`src/rtl/alu_cmd_issuer.sv`:
```
// ALU command initiator: queues host operations, issues them one at a time on a
// valid/ready command port, and returns each result (or a div-by-zero/timeout status).
module alu_cmd_issuer #(
  parameter int DEPTH   = 4,
  parameter int TIMEOUT = 16
) (
  input  logic       clk,
  input  logic       reset,
  input  logic [3:0] host_a,
  input  logic [3:0] host_b,
  input  logic [1:0] host_op,
  input  logic       host_valid,
  output logic       host_ready,
  output logic [9:0] cmd_data,
  output logic       cmd_valid,
  input  logic       cmd_ready,
  input  logic [8:0] rsp_data,
  input  logic       rsp_valid,
  output logic [8:0] out_result,
  output logic [1:0] out_op,
  output logic       out_valid,
  output logic [1:0] out_err,
  output logic       busy
);

  localparam int AW = $clog2(DEPTH);
  localparam int TW = $clog2(TIMEOUT + 1);

  typedef enum logic [1:0] {
    ST_IDLE = 2'd0,
    ST_SEND = 2'd1,
    ST_WAIT = 2'd2
  } state_t;

  state_t        r_state;
  logic [9:0]    r_mem [DEPTH];
  logic [AW-1:0] r_wptr;
  logic [AW-1:0] r_rptr;
  logic [AW:0]   r_count;
  logic [TW-1:0] r_timer;
  logic [1:0]    r_op;

  logic       w_push;
  logic       w_pop;
  logic [9:0] w_head;
  logic       w_head_div0;

  assign host_ready  = (r_count != (AW+1)'(DEPTH));
  assign w_push      = host_valid && host_ready;
  assign w_pop       = (r_state == ST_IDLE) && (r_count != '0);
  assign w_head      = r_mem[r_rptr];
  assign w_head_div0 = (w_head[9:8] == 2'b11) && (w_head[7:4] == 4'd0);
  assign busy        = (r_state != ST_IDLE) || (r_count != '0);

  always_ff @(posedge clk) begin
    if (w_push) r_mem[r_wptr] <= {host_op, host_b, host_a};
  end

  // host_ready comes from the registered count, so a pop in the same cycle never frees a slot early.
  always_ff @(posedge clk or posedge reset) begin
    if (reset) begin
      r_wptr  <= '0;
      r_rptr  <= '0;
      r_count <= '0;
    end else begin
      if (w_push) r_wptr <= r_wptr + AW'(1);
      if (w_pop)  r_rptr <= r_rptr + AW'(1);
      case ({w_push, w_pop})
        2'b10:   r_count <= r_count + (AW+1)'(1);
        2'b01:   r_count <= r_count - (AW+1)'(1);
        default: r_count <= r_count;
      endcase
    end
  end

  // Command port: a transfer happens on an edge where cmd_valid and cmd_ready are both 1;
  // once raised, cmd_valid and cmd_data stay constant until that transfer.
  always_ff @(posedge clk or posedge reset) begin
    if (reset) begin
      r_state    <= ST_IDLE;
      r_timer    <= '0;
      r_op       <= 2'b00;
      cmd_data   <= 10'd0;
      cmd_valid  <= 1'b0;
      out_result <= 9'd0;
      out_op     <= 2'b00;
      out_err    <= 2'b00;
      out_valid  <= 1'b0;
    end else begin
      out_valid <= 1'b0;
      case (r_state)
        ST_IDLE: begin
          if (w_pop) begin
            if (w_head_div0) begin
              out_result <= 9'd0;
              out_op     <= 2'b11;
              out_err    <= 2'b01;
              out_valid  <= 1'b1;
            end else begin
              cmd_data  <= w_head;
              cmd_valid <= 1'b1;
              r_state   <= ST_SEND;
            end
          end
        end
        ST_SEND: begin
          if (cmd_ready) begin
            cmd_valid <= 1'b0;
            r_timer   <= '0;
            r_op      <= cmd_data[9:8];
            r_state   <= ST_WAIT;
          end
        end
        ST_WAIT: begin
          // A response on the last timer cycle still counts as a normal return.
          if (rsp_valid) begin
            out_result <= rsp_data;
            out_op     <= r_op;
            out_err    <= 2'b00;
            out_valid  <= 1'b1;
            r_state    <= ST_IDLE;
          end else if (r_timer == TW'(TIMEOUT - 1)) begin
            out_result <= 9'h1FF;
            out_op     <= r_op;
            out_err    <= 2'b10;
            out_valid  <= 1'b1;
            r_state    <= ST_IDLE;
          end else begin
            r_timer <= r_timer + TW'(1);
          end
        end
        default: r_state <= ST_IDLE;
      endcase
    end
  end

endmodule

```
`config.mk`:
```
export PLATFORM = sky130hd
export DESIGN_NAME = alu_cmd_issuer
export DESIGN_NICKNAME = d
export VERILOG_FILES = /design/src/rtl/alu_cmd_issuer.sv
export SDC_FILE = /design/constraint.sdc
export NUM_CORES = 1
export LEC_CHECK = 0
export CORE_MARGIN = 2
export CORE_UTILIZATION = 54
export DETAILED_ROUTE_END_ITERATION = 16
export PLACE_DENSITY = 0.76
export RECOVER_POWER = 50
export SLEW_MARGIN = 20
export SYNTH_ARGS = -nofsm -noshare
export SYNTH_HDL_FRONTEND = slang
export SYNTH_SLANG_ARGS = --single-unit
```
`constraint.sdc`:
```
create_clock -name clk -period 3.75 [get_ports clk]
set_clock_uncertainty 0.15 [all_clocks]
set_input_delay 0.5625 -clock clk [delete_from_list [all_inputs] [get_ports clk]]
set_output_delay 0.5625 -clock clk [all_outputs]
set_load 0.03 [all_outputs]
```
Word-level counts from Yosys, hierarchy flattened
Memory sizes are Yosys's and may differ from the RTL's. Cells that the tools add are included. W data, S select, Z words.

Add/subtract/negate cells: 5. Equal/unequal tests: 14. Mux-type cells: 37. Bitwise logic cells: 1. Reduce and logical (&&, ||, !) cells: 18.

Operator list (count): $mux W9 (4); $mux W2 (13); $pmux W9 S2 (1); $reduce_and A4 Y1 (4); $mux W5 (3); $ne A2 B2 Y1 const B (6); $pmux W5 S2 (1); $reduce_bool A2 Y1 (5); $mux W1 (9); $pmux W2 S2 (2); $eq A2 B2 Y1 const B (3); $ne A3 B3 Y1 const B (2); $pmux W2 S3 (1); $pmux W3 S2 (1); $add A5 B1 Y5 const B (1); $eq A5 B4 Y1 const B (1); $add A2 B1 Y2 const B (2); $eq A2 B1 Y1 const B (2); $logic_not A4 Y1 (1); $pmux W1 S2 (2); $add A3 B1 Y3 const B (1); $logic_and A1 B1 Y1 (3); $reduce_and A3 Y1 (1); $reduce_bool A3 Y1 (1); other kinds (5) (5).

Flip-flop bits (word level): 41. Bits in writable memories: 40. Input bits: 24. Output and inout bits: 27. Word-level logic and storage cells: 88. Memories kept: 1.

Memory list: r_mem (words 4, width 10, read ports 1, clocked after memory_dff 0, wr ports 1, line 36) `logic [9:0] r_mem [DEPTH];`.

Logic depth before layout (Yosys ltp)
Gate-level depths: netlist of run 1. An unclocked memory read counts as a cell.

Depth in word-level cells: 6. Depth in mapped cells: 10. Gate-level depth less buffers: 10.

Worst setup path before layout of run 1
OpenSTA, ideal clock, no wires.

Path kind: reg2reg. From: register r_state[1]. To: register r_count[2]. Setup time: 0.079 ns. Arrival time: 2.432 ns. Data required time: 3.521 ns. Setup slack: 1.089 ns. Cell stages (with the launch flop): 10. Path buffers: 2. Clock period less this slack: 2.661 ns. Cell sequence: dfrtp_1 clkbuf_1 nor3_1 clkbuf_1 ha_1 inv_1 fa_1 xor2_1 nor2_1 xor2_1.

Word-level cells in the longest chain between the ends: 4. Elaborated cells on any way between the ends: 6. Those cells by class: eq/ne: 2; mux: 1; reduce/logical: 3.

Ends and longest elaborated chain: from (decl) (line 35) `state_t r_state;`; from (signal assigned) (line 80) `r_state <= ST_IDLE;`; from (signal assigned) (line 102) `r_state <= ST_SEND;`; from (signal assigned) (line 111) `r_state <= ST_WAIT;`; $logic_not A2 Y1 (*) (line 50) `assign w_pop = (r_state == ST_IDLE) && (r_count != '0);`; $logic_and A1 B1 Y1 (*) (line 50); named net w_pop (line 44) `logic w_pop;`; $eq A2 B1 Y1 or $eq A2 B2 Y1 (tied branches) (line 68) `case ({w_push, w_pop})`; $pmux W3 S2 or $reduce_bool A2 Y1 (tied branches); to (signal assigned) (line 69) `2'b10: r_count <= r_count + (AW+1)'(1);`; to (signal assigned) (line 70) `2'b01: r_count <= r_count - (AW+1)'(1);`; to (signal assigned) (line 71) `default: r_count <= r_count;`; to (decl) (line 39) `logic [AW:0] r_count;`.

The timed path passes the listed nets; every way through them passes the cells marked *. A chain may end at the register's enable or synchronous reset.

Worst setup path in the final report of run 1
From: register r_rptr[0]. To: register cmd_data[0].

Word-level cells in the longest chain between the ends: 5. Elaborated cells on any way between the ends: 6. Those cells by class: eq/ne: 1; bitwise: 1; reduce/logical: 3; memory: 1.

Ends and longest elaborated chain: from (decl) (line 38) `logic [AW-1:0] r_rptr;`; from (signal assigned) (line 67) `if (w_pop) r_rptr <= r_rptr + AW'(1);`; $mem_v2 Z4 W10 (*); $eq A2 B2 Y1 or $logic_not A4 Y1 (tied branches) (line 52) `assign w_head_div0 = (w_head[9:8] == 2'b11) && (w_head[7:4] == 4'd0);`; $logic_and A1 B1 Y1 (line 52); $not A1 Y1 (no line); $reduce_and A3 Y1 (no line); to (signal assigned) (line 100) `cmd_data <= w_head;`; to (decl) (line 14) `output logic [9:0] cmd_data,`.

Every way passes the cells marked *; elsewhere a longest branch is shown, timed or not.

==> results of run 1 <==
## worst max-delay path, stage by stage, from the launching register on
cell     delay, ns
dfrtp_1       0.74
mux4_1        0.67
or4_1         0.69
o21ai_4       0.34
mux2_2        0.37
## registers in the layout, indices dropped and copies added (netlist names)
signal,flops
out_op,2
r_count,3
r_timer,5
out_err,2
out_valid,1
cmd_valid,1
r_wptr,2
r_mem,40
out_result,9
cmd_data,10
r_state,2
r_rptr,2
r_op,2
## how the worst min path moves through the flow
stage               cells after the start                        end                      start
floorplan                               2     r_timer[4]$_DFFE_PP0P_     r_timer[4]$_DFFE_PP0P_
global placement                        2  out_result[4]$_DFFE_PP0P_  out_result[4]$_DFFE_PP0P_
detailed placement                      1    cmd_data[3]$_DFFE_PP0P_    cmd_data[3]$_DFFE_PP0P_
CTS                                     1    cmd_data[3]$_DFFE_PP0P_    cmd_data[3]$_DFFE_PP0P_
global route                            1    cmd_data[3]$_DFFE_PP0P_    cmd_data[3]$_DFFE_PP0P_
finish                                  1    cmd_data[3]$_DFFE_PP0P_    cmd_data[3]$_DFFE_PP0P_
## metrics by stage
step           util [%]  instance area (um2)  setup WS [ns]
2_1_floorplan         -                 3451          1.089
3_3_place_gp      64.08                 4023         0.7145
3_5_place_dp      64.08                 4023         0.6840
4_1_cts           67.29                 4224         0.6763
5_1_grt           67.09                 4212         0.3842
6_report          67.09                 4212         0.6799
## power breakdown
| group | switching (mW) | internal [mW] |
|---|---|---|
| logic | 0.812 | 0.682 |
| clock network | 0.328 | 0.314 |
| registers | 0.248 | 1.24 |
| total | 1.39 | 2.24 |
## layer usage
metal | routed length, um | global-route usage [%]
met5 | 0 | 0
met4 | 110 | 8.651
met3 | 271 | 4.451
met2 | 3181 | 31.78
met1 | 2889 | 26.04
## final cells by class
cell class | instances | area, um2 | area share (%)
flip-flops and latches | 81 | 2227 | 52.88
multi-input cells | 136 | 1134 | 26.92
repair buffers | 53 | 515.5 | 12.24
clock buffers | 9 | 123.9 | 2.941
well taps | 77 | 96.34 | 2.288
clock inverters | 7 | 77.57 | 1.842
inverters | 10 | 37.54 | 0.8913
## cells in the final DEF, fill, tap and decap left out, drive strengths merged, types with 2 or more instances in the layout
master	n
and3	5
nor2b	5
nand3	2
nor3b	2
o221ai	6
a21oi	12
o22ai	3
o21ai	11
mux2	7
mux4	10
clkdlybuf4s50	37
xor2	3
a22o	7
xnor2	3
dfrtp	41
ha	7
mux2i	2
nand2b	3
clkinvlp	2
nand2	22
clkbuf	11
dlygate4sd3	13
edfxtp	40
a2bb2oi	3
nor2	6
inv	13
nor3	4
## cells by family (layout without fill, tap and decap cells)
logic type | after synthesis | count (layout) | share of synthesized area, %
muxes | 19 | 19 | 10.37
DFF | 81 | 81 | 64.54
AOI/OAI and AO/OA | 48 | 48 | 9.790
adders and majority gates | 8 | 8 | 3.118
buffers and inverters | 20 | 79 | 2.611
xor gates and xnor gates | 6 | 6 | 1.523
and+or+nand+nor | 55 | 55 | 8.050
==> impl_metrics.ini, run 1 <==
[timing]
slew_viol_final = 42
fmax_mhz = 325.7
period_share_pct = 81.87
rsz0062_at_grt = false
fin_crit_ns = 3.070
setup_viol = 0
tightest_slew_ns = 2.158
hold_viol = 0
relSlewSlack_pct = -43.86
whs_ns = 0.3675
timing.setup.tns_ns = 0

[setup_path]
timing.rr.start = r_rptr[0]$_DFFE_PP0N_
crit_required_ns = 3.84
worstRegToRegCells = 4
reg2reg_slack_ns = 0.68
critPathCapture = cmd_data[0]$_DFFE_PP0P_
worstSetupPathType = register to register
r2r_end = cmd_data[0]$_DFFE_PP0P_
cp-start-kind = register
cp_data_arrival_time_ns = 3.16
cp-startpoint = r_rptr[0]$_DFFE_PP0N_
end_kind = register
crit_fanout = 12

[floorplanning]
core_region_area_um2 = 6277
die_h_um = 83.94
fp.dieW_um = 83.94
pin_count = 51
initial_core_util_pct = 54.97
die-area_um2 = 7046
rows = 29

[synth]
syn_area_um2 = 3451
syn_inst = 237
async_reset_ff_share_pct = 50.62
synth_commonest_cells = dfrtp_1 (41), edfxtp_1 (40), nand2_1 (22)
synth_edf_count = 40
synth_nets = 269
synth.most_common_cell = dfrtp_1
synth_top_area_share_pct = 34.81
synth_top_area_cell = edfxtp_1
yosysWarnings = 0
synth.avg_cell_area_um2 = 14.56
netlist-cell-type-count = 44
synth-seq-cells = 81
synth_ff_type = dfrtp_1
synth_area_leaders = edfxtp_1 (35%), dfrtp_1 (30%), mux4_1 (6.9%)
yosysSeqAreaShare_pct = 64.54

[power_and_ir_drop]
cellPowerDensity_nw_per_um2 = 861.1
power.total_mw = 3.626
peakVddDrop_uv = 463.3
leakage_nw = 1.646

[global_route]
grt_remaining_overflow = 0
grt_pass1_wl_mm = 10.87
globalRouteTotalUtil_pct = 19.77
grt_pass1_vias = 2227
grt_max_degree = 42
antenna_found_initial = 0

[placement]
port_buffers = 50
place_congestion = 0.7718
placed_cells = 357
hpwl_mm = 4.419

[detailed_routing]
wirelength_mm = 6.453
dr.pass1.iters = 4
wire_per_inst_um = 17.30
drc = 0
drt_iter0_drc = 127
ant_nets = 0
vias = 2146
viasPerCell = 5.753

[layout]
nFillCells = 439
antenna_cells = 0
final_cells = 373
drive_gt1_share_pct = 9.797
area_growth_pct = 22.04
nets = 323

[status]
status = finished, violations left
violations = max-capacitance violations, max-slew violations

[cts]
cts_made_buffers = 9
clkSlewWorstSetupHoldPaths_ns = 0.08
cts.root.buffer_cell = clkbuf_8
clockBufferDepth = 2
post_cts_buffers = 0
cts_tree = built
clock_sinks = 81
htreeDepth = 3
cts-resized-gates = 0
ctsHoldBuffers = 0
clock_latency_ns = 0.35

[hold_path]
hold_class = register to register

[flow_run]
maxCapViolCount = 1
(Power assumes the default switching activity.)
==> inputs of run 2 (changes only) <==
- CORE_UTILIZATION: 54 -> 48
- PLACE_DENSITY: 0.76 -> 0.71
- clock period: 3.75 -> 2.6 ns (I/O delays scaled with it)
==> impl_metrics.ini, run 2 (same netlist as run 1, synthesis figures left out) <==
[power_and_ir_drop]
pwr-share-seq_pct = 38.7
leakage_nw = 1.713
cellPowerDensity_nw_per_um2 = 1248
power.share.clock_pct = 19.1
switching_share_pct = 37.16
combPwrFrac_pct = 42.2
peakVddDrop_uv = 525.6
p_int_mw = 3.410
power.total_mw = 5.426
p_sw_mw = 2.016

[placement]
place_congestion = 0.8457
hpwl_mm = 4.502
place_ws_ns = -0.02776
port_buffers = 50
dpl-instance-area_um2 = 4134

[cts]
cts_tree = built
clock_latency_ns = 0.36
clock_sinks = 81
clockBufferDepth = 2
htreeDepth = 3
post_cts_buffers = 0
cts.root.buffer_cell = clkbuf_8
clkSlewWorstSetupHoldPaths_ns = 0.09
cts_made_buffers = 9

[timing]
fin_crit_ns = 2.465
fmax_mhz = 405.7
tightest_slew_ns = 1.003
whs_ns = 0.3714
rsz0062_at_grt = false
hold_viol = 0
setup_viol = 0
timing.setup.tns_ns = 0
slew_viol_final = 0
period_share_pct = 94.80
worst_slack_ns = 0.1352
relSlewSlack_pct = 33.12

[detailed_routing]
wirelength_mm = 6.456
dr.pass1.iters = 5
wire_per_inst_um = 16.06
drt_iter0_drc = 94
drc = 0
viasPerCell = 5.363
ant_nets = 0
vias = 2156

[setup_path]
crit_fanout = 6
crit_family = multiplexers
end_kind = register
cp_data_arrival_time_ns = 2.57
cp-start-kind = register
cpPeakStageDelay_ns = 0.59
cp_slowest_cell = mux4_1
path_cells = mux4_1 -> or4_4 -> o21ai_4 -> mux2_2
worstSetupPathType = register to register
crit_required_ns = 2.70
cp.buffers_inverters = 0

[global_route]
grt_pass1_wl_mm = 10.62
grt_max_degree = 42
antenna_found_initial = 0
grt_remaining_overflow = 0
grt_pass1_vias = 2206
globalRouteTotalUtil_pct = 18.27

[status]
status = complete, no violations

[layout]
drive_gt1_share_pct = 13.40
nets = 333
antenna_cells = 0
largest_reg_flops = 40
area_growth_pct = 26.00
top_register = r_mem
top_regs = r_mem (40), cmd_data (10), out_result (9)
final_area_um2 = 4348
final_cell_mix = dfrtp_1 (40), edfxtp_1 (40), clkdlybuf4s50_1 (39)

[floorplanning]
die_h_um = 88.79
core_region_area_um2 = 6869
pin_count = 51
fp.dieW_um = 88.79
initial_core_util_pct = 50.24
die-area_um2 = 7884
rows = 30

[flow_run]
maxCapViolCount = 0

[hold_path]
hold_class = register to register
## run 2: metrics by stage
step	cells	util, %
after global placement	386	60.18
after detailed placement	386	60.18
final	402	63.30
after floorplan	237	-
after CTS	402	63.46
after global routing	402	63.30
## run 2: layout make-up
cell class / instances / area (um2)
clock inverters: 7 / 100.1
inverters: 10 / 37.54
clock buffers: 9 / 123.9
repair buffers: 63 / 600.6
well taps: 96 / 120.1
fillers: 535 / 2521
flip-flops and latches: 81 / 2228
multi-input cells: 136 / 1137
## run 2: what timing repair did
item                       in CTS  in global routing
gates resized for setup         1                  1
hold endpoints to repair        0                  0
hold buffers                    0                  0
setup endpoints to repair       9                 15
## run 2: final timing paths
path                                            from                        end  slack [ns]  cells after the start
setup / recovery               r_rptr[0]$_DFFE_PP0N_    cmd_data[3]$_DFFE_PP0P_        0.14                      4
hold / removal             out_result[3]$_DFFE_PP0P_  out_result[3]$_DFFE_PP0P_        0.37                      2
setup reg to reg               r_rptr[0]$_DFFE_PP0N_    cmd_data[3]$_DFFE_PP0P_        0.14                      4
hold reg to reg            out_result[3]$_DFFE_PP0P_  out_result[3]$_DFFE_PP0P_        0.37                      2
max in group asynchronous                      reset      r_rptr[0]$_DFFE_PP0N_        0.98                      3
min in group asynchronous                      reset    cmd_data[0]$_DFFE_PP0P_        0.62                      3
## run 2: tightest hold or removal path, stage by stage (launching register included)
cell and delay, ns:
dfrtp_1 0.37, nand2_1 0.06, o221ai_1 0.06
## run 2: per-layer routing
metal | GRT usage, % | routed length (um) | up-vias
met5 | 0 | 0 | -
met4 | 9.504 | 148 | 0
met3 | 4.198 | 338 | 13
met2 | 28.49 | 3080 | 59
met1 | 24.04 | 2888 | 1055
li1 | - | - | 1029
## run 2: power by group through the flow
stage	Clock (mW)	Combinational (mW)	Sequential (mW)
2_1_floorplan	0	1.25	2.36
3_3_place_gp	0	2.28	2.11
3_5_place_dp	0	2.34	2.13
4_1_cts	1.06	2.35	2.10
5_1_grt	1.11	2.52	2.15
6_report	1.04	2.29	2.10
